<file path="src/rtl/hdlverifier_capture_ctrl.sv">
// Capture sequencer: arm -> pre-trigger fill -> wait for trigger -> post-trigger fill -> done.
// Drives the circular sample buffer write port and records the trigger sample address.
module hdlverifier_capture_ctrl #(
   parameter int ADDR_WIDTH = 10
) (
   input  logic                  clk,
   input  logic                  reset,
   input  logic                  clk_enable,
   input  logic                  arm,
   input  logic                  abort,
   input  logic                  trigger,
   input  logic [ADDR_WIDTH-1:0] pretrig_len,
   output logic                  wr_en,
   output logic [ADDR_WIDTH-1:0] wr_addr,
   output logic [ADDR_WIDTH-1:0] trig_addr,
   output logic                  busy,
   output logic                  done,
   output logic [2:0]            state
);

   localparam int CW = ADDR_WIDTH + 1;
   // DEPTH-1: largest pre-trigger window, and DEPTH-1-plen gives the post count
   localparam logic [CW-1:0] DMAX = {1'b0, {ADDR_WIDTH{1'b1}}};

   typedef enum logic [2:0] {
      S_IDLE     = 3'd0,
      S_PREFILL  = 3'd1,
      S_WAIT     = 3'd2,
      S_POSTFILL = 3'd3,
      S_DONE     = 3'd4
   } state_t;

   state_t          st;
   logic [CW-1:0]   cnt;
   logic [CW-1:0]   post;
   logic [CW-1:0]   plen;
   logic [CW-1:0]   plen_in;

   assign plen_in = ({1'b0, pretrig_len} > DMAX) ? DMAX : {1'b0, pretrig_len};
   assign state   = st;
   assign busy    = (st == S_PREFILL) || (st == S_WAIT) || (st == S_POSTFILL);
   assign wr_en   = clk_enable & busy;

   always_ff @(posedge clk or posedge reset) begin
      if (reset) begin
         st        <= S_IDLE;
         wr_addr   <= '0;
         trig_addr <= '0;
         done      <= 1'b0;
         cnt       <= '0;
         post      <= '0;
         plen      <= '0;
      end else if (abort) begin
         // addresses are deliberately kept so a partial capture can still be inspected
         st   <= S_IDLE;
         done <= 1'b0;
      end else if (clk_enable) begin
         case (st)
            S_IDLE, S_DONE: begin
               if (arm) begin
                  wr_addr <= '0;
                  done    <= 1'b0;
                  cnt     <= '0;
                  plen    <= plen_in;
                  st      <= (plen_in != '0) ? S_PREFILL : S_WAIT;
               end
            end
            S_PREFILL: begin
               wr_addr <= wr_addr + 1'b1;
               cnt     <= cnt + 1'b1;
               if (cnt + 1'b1 == plen) st <= S_WAIT;
            end
            S_WAIT: begin
               wr_addr <= wr_addr + 1'b1;
               if (trigger) begin
                  trig_addr <= wr_addr;
                  post      <= DMAX - plen;
                  if (plen == DMAX) begin
                     st   <= S_DONE;
                     done <= 1'b1;
                  end else begin
                     st <= S_POSTFILL;
                  end
               end
            end
            S_POSTFILL: begin
               wr_addr <= wr_addr + 1'b1;
               post    <= post - 1'b1;
               if (post == {{(CW-1){1'b0}}, 1'b1}) begin
                  st   <= S_DONE;
                  done <= 1'b1;
               end
            end
            default: st <= S_IDLE;
         endcase
      end
   end

endmodule

</file>
<file path="config.mk">
export PLATFORM = sky130hd
export DESIGN_NAME = hdlverifier_capture_ctrl
export DESIGN_NICKNAME = d
export VERILOG_FILES = /design/src/rtl/hdlverifier_capture_ctrl.sv
export SDC_FILE = /design/constraint.sdc
export NUM_CORES = 1
export LEC_CHECK = 0
export BUFFER_PORTS_ARGS = -buffer_cell sky130_fd_sc_hd__clkbuf_2
export CORE_MARGIN = 2
export CORE_UTILIZATION = 48
export CTS_CLUSTER_DIAMETER = 60
export CTS_CLUSTER_SIZE = 14
export DETAILED_ROUTE_END_ITERATION = 8
export PLACE_DENSITY_LB_ADDON = 0.25
export RECOVER_POWER = 100
export SLEW_MARGIN = 20
export SYNTH_ARGS = -nofsm -noshare
export SYNTH_HDL_FRONTEND = slang
export SYNTH_SLANG_ARGS = --single-unit
export TNS_END_PERCENT = 20
</file>
<file path="constraint.sdc">
create_clock -name clk -period 5.7 [get_ports clk]
set_clock_uncertainty 0.2 [all_clocks]
set_input_delay 0.285 -clock clk [delete_from_list [all_inputs] [get_ports clk]]
set_output_delay 0.285 -clock clk [all_outputs]
set_load 0.02 [all_outputs]
</file>
== Yosys cells after proc, flatten, opt, wreduce, memory -nomap -nowiden ==
Cells that the tools add are included.

* Register bits after elaboration: 56
* Input port bits: 16
* Output and inout port bits: 26
* Logic and storage cells: 67

* Add/subtract/negate cells: 4
* Equal/unequal tests: 14
* Mux-type cells: 22
* Bitwise operators: 2
* Reductions and logical operators: 18

{| class="wikitable"
|+ Operators with widths
! kind !! count
|-
| $pmux W11 S2 || 2
|-
| $mux W11 || 2
|-
| $mux W3 || 7
|-
| $pmux W10 S2 || 1
|-
| $reduce_and A4 Y1 || 5
|-
| $pmux W3 S4 || 1
|-
| $add A11 B1 Y11 const B || 1
|-
| $eq A11 B1 Y1 const B || 1
|-
| $eq A11 B10 Y1 || 1
|-
| $reduce_bool A11 Y1 || 1
|-
| $sub A10 B10 Y11 const A || 1
|-
| $sub A11 B1 Y11 const B || 1
|-
| $add A10 B1 Y10 const B || 1
|-
| $eq A10 B10 Y1 const B || 1
|-
| $mux W10 || 1
|-
| $ne A3 B2 Y1 const B || 3
|-
| $reduce_bool A2 Y1 || 4
|-
| $eq A3 B2 Y1 const B || 2
|-
| $mux W1 || 6
|-
| $ne A3 B3 Y1 const B || 2
|-
| $reduce_and A6 Y1 || 1
|-
| $reduce_and A5 Y1 || 1
|-
| $ne A2 B2 Y1 const B || 2
|-
| $reduce_bool A4 Y1 || 1
|-
| other kinds (10) || 11
|}

== Depth between registers and ports, before layout ==
Gate-level depths: netlist of run 1.

* Word-level depth: 6
* Gate-level depth with buffers: 9
* Gate-level depth less buffers: 8

== Worst setup path before layout of run 1 ==
Ideal clock, no wire load.

* Kind: flip-flop to flip-flop
* From: register cnt[0]
* To: register st[0] (netlist: state[0])
* Library setup time: 126 ps
* Data arrival time: 1997 ps
* Required time: 5374 ps
* Setup slack: 3377 ps
* Cell stages (with the launch flop): 9
* Buffers on the path: 1
* Period minus slack after synthesis: 2323 ps
* Path through: dfrtp_1 > ha_1 > buf_2 > xnor3_1 > nand3_1 > a311o_1 > a2111oi_0 > a31o_2 > a31oi_1

* Cells in the longest elaborated chain, start to end: 4

{| class="wikitable"
|+ RTL lines
! item !! RTL line !! source
|-
| from (decl) || 34 || <nowiki>logic [CW-1:0] cnt;</nowiki>
|-
| from (signal assigned) || 70 || <nowiki>cnt <= cnt + 1'b1;</nowiki>
|-
| $add A11 B1 Y11 || 71 || <nowiki>if (cnt + 1'b1 == plen) st <= S_WAIT;</nowiki>
|-
| $eq A11 B10 Y1 || 71 ||
|-
| $ne A3 B2 Y1 (no source line) || n/a ||
|-
| $reduce_and A5 Y1 (no source line) || n/a ||
|-
| to (signal assigned) || 65 || <nowiki>st <= (plen_in != '0) ? S_PREFILL : S_WAIT;</nowiki>
|-
| to (decl) || 33 || <nowiki>state_t st;</nowiki>
|}

Every way passes these cells.
A chain may end at the register's enable or synchronous reset.

==> results of run 1 <==
-- cells in the mapped netlist (all sizes together), types with 7 or more instances --
cell    count
dfrtp      56
nand2      31
o21ai      31
nor2       21
mux2       19
a21oi      14
nand3      13
clkbuf     11
nor3       11
xor2       11
a31oi       8
nand4       8
buf         7
inv         7
or3         7
xnor2       7
-- per-stage QoR --
step / util / hold WS [ps] / power (mW) / instance area [sq um] / worst slack (ps)
6_report: 0.541 / 7.52 / 1.31 / 3450 / 2150
4_1_cts: 0.553 / 3.40 / 1.33 / 3530 / 2690
3_3_place_gp: 0.537 / 269 / 1.10 / 3430 / 2830
2_1_floorplan: - / 148 / 0.981 / 3200 / 3380
3_5_place_dp: 0.537 / 273 / 1.11 / 3430 / 2710
5_1_grt: 0.541 / 4.22 / 1.40 / 3450 / 1420
-- routing by layer --
layer / GRT usage / wire length, um / part of all wire / vias up
met3: 0.0366 / 299 / 0.041 / 8
li1: - / - / - / 1289
met2: 0.350 / 3500 / 0.47 / 62
met4: 0.0635 / 106 / 0.014 / 0
met5: 0 / 0 / 0 / -
met1: 0.293 / 3470 / 0.47 / 1251
-- path summary, 6_finish.rpt --
kind	to	slack [ps]	cells after the start
max in group clk	cnt[4]$_DFFE_PP0P_	2380	5
hold / removal	state[2]$_DFFE_PP0P_	8	2
hold reg to reg	trig_addr[1]$_DFFE_PP0P_	290	2
min in group asynchronous	trig_addr[9]$_DFFE_PP0P_	1450	4
setup reg to reg	cnt[4]$_DFFE_PP0P_	2380	5
setup / recovery	cnt[1]$_DFFE_PP0P_	2150	4
-- power by group through the flow --
stage / clock, mW / combinational [mW] / sequential (mW)
6_report: 0.226 / 0.430 / 0.653
5_1_grt: 0.247 / 0.482 / 0.669
4_1_cts: 0.233 / 0.447 / 0.653
3_5_place_dp: 0 / 0.445 / 0.661
3_3_place_gp: 0 / 0.437 / 0.658
2_1_floorplan: 0 / 0.362 / 0.620
-- flip-flops by register name (all words and copies together), names as in the netlist --
register   cells
cnt           11
post          11
plen          10
trig_addr     10
wr_addr       10
state          3
done           1
-- critical path, delay by kind of cell --
family | cells | cell delay (ps)
buf+inv | 4 | 2800
-- cells by family (layout without fill, tap and decap cells) --
logic type,count (synthesis),count (layout)
flip-flops,56,56
XOR/XNOR,19,19
adder cells (fa/ha/maj),4,4
buffers and inverters,25,58
multiplexers,21,21
AND/OR/NAND/NOR,122,122
AO/OA/AOI/OAI,86,86
-- final cells by class --
type / count / area, sq um
clock buffers: 5 / 68.8
clock inverters: 3 / 21.3
inverters: 7 / 26.3
repair buffers: 43 / 186
multi-input cells: 252 / 1650
flip-flops and latches: 56 / 1400
well taps: 77 / 96.3
fillers: 610 / 2930
-- layout by cell type (no fill, tap or decap), drive strengths merged, types with 6 or more instances in the layout --
cell type	Yosys	final
a21oi	14	14
a31oi	8	8
clkbuf	11	47
dfrtp	56	56
inv	7	7
mux2	19	19
nand2	31	31
nand3	13	13
nand4	8	8
nor2	21	21
nor3	11	11
nor4	6	6
o21ai	31	31
o31ai	6	6
or3	7	7
xnor2	7	7
xor2	11	11
==> metrics.md, run 1 <==
| Metric | Value |
|---|---|
| Internal power | `between 700 and 800 uW` |
| Global placement routability congestion | `0.837` |
| Sw power | `527 uW` |
| Core Area | `0.00639 sq mm` |
| Flop pwr share | `0.499` |
| Clock share of power | `0.173` |
| Total number of vias | `2610` |
| Synthesis-to-finish area growth | `7.85%` |
| Synth async-reset ratio | `1.00` |
| Nets | `385` |
| Slew HR | `-1.02` |
| Fin. Hold Viols | `0` |
| Vias/cell | `5.89` |
| Crit share post-route | `0.622` |
| Antenna violations before repair | `0` |
| Setup TNS | `0 ps` |
| Drt total wl | `7370 um` |
| MaxCap Viol Count | `1` |
| XOR/XNOR share of the synthesized area | `0.0563` |
| Worst EP required | `5260 ps` |
| Top cell type's share of synthesized area | `0.438` |
| Post-CTS Resized | `0` |
| Synth Area in Compound Gates | `0.177` |
| Post-synthesis cell count | `333` |
| CTS tree | `done` |
| Power Density | `roughly 380 mW/mm^2` |
| Vias in the first global route | `roughly 2.5k` |
| Antenna diodes | `0` |
| Hold_sp | `abort` |
| IO Count | `between 40 and 50` |
| Row count | `29` |
| Yosys top cell by area | `dfrtp_1` |
| Post-Synth Simple-Gate Area | `0.206` |
| Post-CTS Setup Inserts | `0` |
| Clock sink total | `56` |
| Clk slew on worst S/H paths | `roughly 110 ps` |
| HPWL after detailed placement | `5240 um` |
| Worst setup SP type | `input port` |
| First-pass GRT wire length | `12400 um` |
| Slew Viols, Final | `57` |
| Worst skew pair latency | `310 ps` |
| Slowest cell delay on critical path | `between 2000 and 2500 ps` |
| Residual DRC | `0` |
| Reg2Reg Launch Point | `state[0]$_DFFE_PP0P_` |
| # hold bufs at CTS | `1` |
| Slew @ Worst Pin | `approximately 3000 ps` |
| CTS Buffer Depth | `2` |
| Initial Utilization | `0.501` |
| Initial drt markers | `203` |
| CP max FO | `56` |
| Critical path's slowest cell | `clkbuf_1` |
| Syn_nets | `353` |
| Status | `complete, but fails checks` |
| Critical path, cell by cell | `dlygate4sd3_1 > clkbuf_2 > clkinv_1 > clkbuf_1` |
| Main combinational cell family by area after synthesis | `simple AND/OR/NAND/NOR gates` |
| Max VDD drop | `0.000214 V` |
| Max Freq | `282 MHz` |
| Die ar. | `0.00734 sq mm` |
| Combinational share of power | `0.328` |
| Worst Setup End Kind | `asynchronous set/reset pin` |
| Tmin final | `between 3000 and 4000 ps` |
| P_leak | `1.43 nW` |
| Synthesis-stage register bit count | `56` |
| Die height | `85.7 um` |
| Mapped Area | `between 0.003 and 0.004 sq mm` |
| TritonCTS buffer count | `5` |
| Final setup violation count | `0` |
| Total track usage | `0.214` |
| Fin cells | `about 440` |
| Seq/Total Area, Yosys | `0.438` |
| CP Launch Point | `reset` |
| Die width | `85.7 um` |
| Largest net degree at the start of global routing | `57` |
| Synth Area per Inst | `9.62 sq um` |
| Switching share of total power | `0.402` |
| Violated checks | `max-capacitance violations, max-slew violations` |
| Area share of fa/ha/maj cells after synthesis | `0.0156` |
| Drt first pass iters | `4` |
| RSZ-0062 raised after global routing | `no` |
| Placed cell count | `around 430` |
| Mux cell area share after synthesis | `0.0731` |
| Hold Path Class | `in -> reg` |
| Max H-tree Level | `2` |
| Main flop type after synthesis | `dfrtp_1` |
| Synth warn | `0` |
| Setup CP Type | `in -> async` |
| Post-synth cell types | `59` |
| Synth top area cells | `dfrtp_1 (44%), mux2_2 (6.7%), o21ai_0 (4.8%), nand2_1 (3.6%), xor2_1 (3.0%)` |
| Count of input and output buffers | `41` |
| GR Overflow Total | `0` |
| Antenna-violating nets left | `0` |
| Worst EP arrival | `3110 ps` |
| Routed length per instance | `roughly 17 um` |
| Fraction of layout cells with a size suffix above 1 | `0.134` |
| Clk Tree Root Cell | `clkbuf_8` |
| EDFF count, synth | `0` |
(Power assumes the default switching activity.)
==> run 2: changes to the inputs <==
==> constraint.sdc (replaced) <==
create_clock -name clk -period 3.3 [get_ports clk]
set_clock_uncertainty 0.2 [all_clocks]
set_input_delay 0.165 -clock clk [delete_from_list [all_inputs] [get_ports clk]]
set_output_delay 0.165 -clock clk [all_outputs]
set_load 0.02 [all_outputs]
==> run 2 against run 1 <==
Combinational power grew 75%. Worst setup slack lost 1700 ps. Die area is the same. The run still ends with max-capacitance violations, max-slew violations left. Core utilization grew 2.1 points. Highest routed layer unchanged. First-iteration DRC count grew 14%. Non-clock buffer count grew 13. Flip-flop and latch count is the same. Critical path type is now reg -> reg. Sequential share of layout area shrank 1.5 points. Final cell count grew 2.9%.
==> metrics.md, run 2 (synthesis results as in run 1) <==
| Metric | Value |
|---|---|
| Status | `complete, but fails checks (unchanged)` |
| Violated checks | `max-capacitance violations, max-slew violations (unchanged)` |
| TritonCTS buffer count | `5 (unchanged)` |
| Slew HR | `-0.00765 (was -1.02)` |
| Residual DRC | `0 (unchanged)` |
| Total track usage | `0.210 (was 0.214)` |
| Synthesis-to-finish area growth | `12.0% (was 7.85%)` |
| Hold Path Class | `in -> reg (unchanged)` |
| Global placement routability congestion | `0.856 (was 0.837)` |
| Worst Setup End Kind | `flip-flop (was asynchronous set/reset pin)` |
| Largest delay share family, worst path | `compound AO/OA/AOI/OAI gates (was buffers and inverters)` |
| MaxCap Viol Count | `1 (unchanged)` |
| Clk slew on worst S/H paths | `120 ps (was 110 ps)` |
| Fin. Hold Viols | `0 (unchanged)` |
| Fin util | `0.562 (was 0.541)` |
| CP max FO | `16 (was 56)` |
| CTS tree | `done (unchanged)` |
| Final setup violation count | `0 (unchanged)` |
| Crit path top cell by count | `a2111oi_0` |
| Antenna violations before repair | `0 (unchanged)` |
| Antenna-violating nets left | `0 (unchanged)` |
| CTS Buffer Depth | `2 (unchanged)` |
| Setup TNS | `0 ps (unchanged)` |
| Power Density | `637 mW/mm^2 (was 379 mW/mm^2)` |
| Die height | `85.7 um (unchanged)` |
| Critical path's slowest cell | `a2111oi_0 (was clkbuf_1)` |
| Die width | `85.7 um (unchanged)` |
| HPWL after detailed placement | `5350 um (was 5240 um)` |
| Clk Tree Root Cell | `clkbuf_8 (unchanged)` |
| Worst EP arrival | `2870 ps (was 3110 ps)` |
| First-pass GRT wire length | `12500 um (was 12400 um)` |
| Vias/cell | `6.08 (was 5.89)` |
| Max VDD drop | `0.000358 V (was 0.000214 V)` |
| Fraction of layout cells with a size suffix above 1 | `0.135 (was 0.134)` |
| Count of input and output buffers | `41 (unchanged)` |
| Slew Viols, Final | `40 (was 57)` |
| Initial drt markers | `231 (was 203)` |
| Total number of vias | `2774 (was 2610)` |
| Crit share post-route | `0.868` |
| Drt first pass iters | `5 (was 4)` |
| Initial Utilization | `0.501 (unchanged)` |
| Max H-tree Level | `2 (unchanged)` |
| Critical path buffers and inverters | `0 (was 4)` |
| Regs by FF count | `cnt x11, post x11 (unchanged)` |
| Slew @ Worst Pin | `1510 ps (was 3030 ps)` |
| IO Count | `42 (unchanged)` |
| Worst EP required | `3300 ps (was 5260 ps)` |
| Multi-input logic area | `0.00166 sq mm (was 0.00165 sq mm)` |
| Critical path, cell by cell | `ha_1 > nand3_1 > nor3b_1 > a2111oi_0 > a2111oi_0 > a31o_2 > a31oi_1 (was dlygate4sd3_1 > clkbuf_2 > clkinv_1 > clkbuf_1)` |
| Most frequent cells in the layout | `dfrtp_1 (56), nand2_1 (31), o21ai_0 (31), clkbuf_1 (29), nor2_1 (20) (was dfrtp_1 (56), nand2_1 (31), o21ai_0 (31), clkbuf_1 (27), nor2_1 (21))` |
| Sequential cell area | `0.00140 sq mm (unchanged)` |
| Setup CP Type | `reg -> reg (was in -> async)` |
| Antenna diodes | `0 (unchanged)` |
| Largest net degree at the start of global routing | `40 (was 57)` |
| Row count | `29 (unchanged)` |
| P_leak | `1.49 nW (was 1.43 nW)` |
| Most common cell after layout, fill and taps aside | `dfrtp_1 (unchanged)` |
| Drt total wl | `7510 um (was 7370 um)` |
| Slowest cell delay on critical path | `590 ps (was 2130 ps)` |
| Worst setup SP type | `flip-flop (was input port)` |
| Clock sink total | `56 (unchanged)` |
| # fillers | `618 (was 610)` |
| Die ar. | `0.00734 sq mm (unchanged)` |
| Vias in the first global route | `2561 (was 2537)` |
| Tmin final | `2860 ps` |
| Worst skew pair latency | `320 ps (was 310 ps)` |
| Post-CTS Setup Inserts | `0 (unchanged)` |
| Routed length per instance | `16.5 um (was 16.6 um)` |
| Hold_ws | `32.4 ps (was 7.52 ps)` |
| GR Overflow Total | `0 (unchanged)` |
| Max Freq | `roughly 350 MHz` |
| Nets | `398 (was 385)` |
| RSZ-0062 raised after global routing | `no (unchanged)` |
| Core Area | `0.00639 sq mm (unchanged)` |
run 2: changes by cell type in the layout (fill, tap and decap cells not counted), sizes merged:
cell | before | now
inv | 7 | 8
clkbuf | 47 | 48
clkinv | 2 | 1
buf | 0 | 1
dlygate4sd3 | 1 | 12
run 2: repair_timing:
item / CTS / global route
resized for setup: 0 / 0
hold buffers: 12 / 0
hold endpoints to repair: 52 / 0
run 2: worst min-delay path, cell delays in order:
cell,delay (ps)
clkbuf_2,110
nand4b_2,120
and2_0,130
run 2: final timing paths:
check                                         start                       end  cells past startpoint  slack, ps
max in group asynchronous                     reset       post[7]$_DFFE_PP0P_                      4        710
max                              cnt[0]$_DFFE_PP0P_      state[0]$_DFFE_PP0P_                      7        440
max reg2reg                      cnt[0]$_DFFE_PP0P_      state[0]$_DFFE_PP0P_                      7        440
min in group asynchronous                     reset    wr_addr[8]$_DFFE_PP0P_                      3        620
min                                         trigger      post[10]$_DFFE_PP0P_                      3         30
min reg2reg                trig_addr[8]$_DFFE_PP0P_  trig_addr[8]$_DFFE_PP0P_                      2        300
run 2: metrics by stage:
step | total power, mW | cell area [sq um] | std cells | worst slack [ps]
2_1_floorplan | 1.70 | 3200 | 333 | 977
4_1_cts | 2.33 | 3660 | 456 | 512
5_1_grt | 2.44 | 3590 | 456 | 191
3_3_place_gp | 1.88 | 3440 | 436 | 634
3_5_place_dp | 1.91 | 3440 | 436 | 534
6_report | 2.29 | 3590 | 456 | 436
run 2: layer usage:
metal | wire [um] | GRT usage | part of all wire | vias up
li1 | - | - | - | 1320
met1 | 3390 | 0.284 | 0.45 | 1360
met2 | 3580 | 0.361 | 0.48 | 86
met3 | 443 | 0.0260 | 0.059 | 8
met4 | 94 | 0.0505 | 0.013 | 0
met5 | 0 | 0 | 0 | -
run 2: layout make-up:
cell class,count,share of cell area
inverter,7,0.00732
clock inverter,3,0.00767
timing repair buffer,56,0.0855
sequential,56,0.391
multi-input combinational,252,0.463
clock buffer,5,0.0192
tap,77,0.0269
run 2: report_power, final:
group          total (mW)  internal (mW)  switching, mW
sequential           1.13          0.855          0.275
clock               0.404          0.157          0.247
combinational       0.753          0.355          0.398
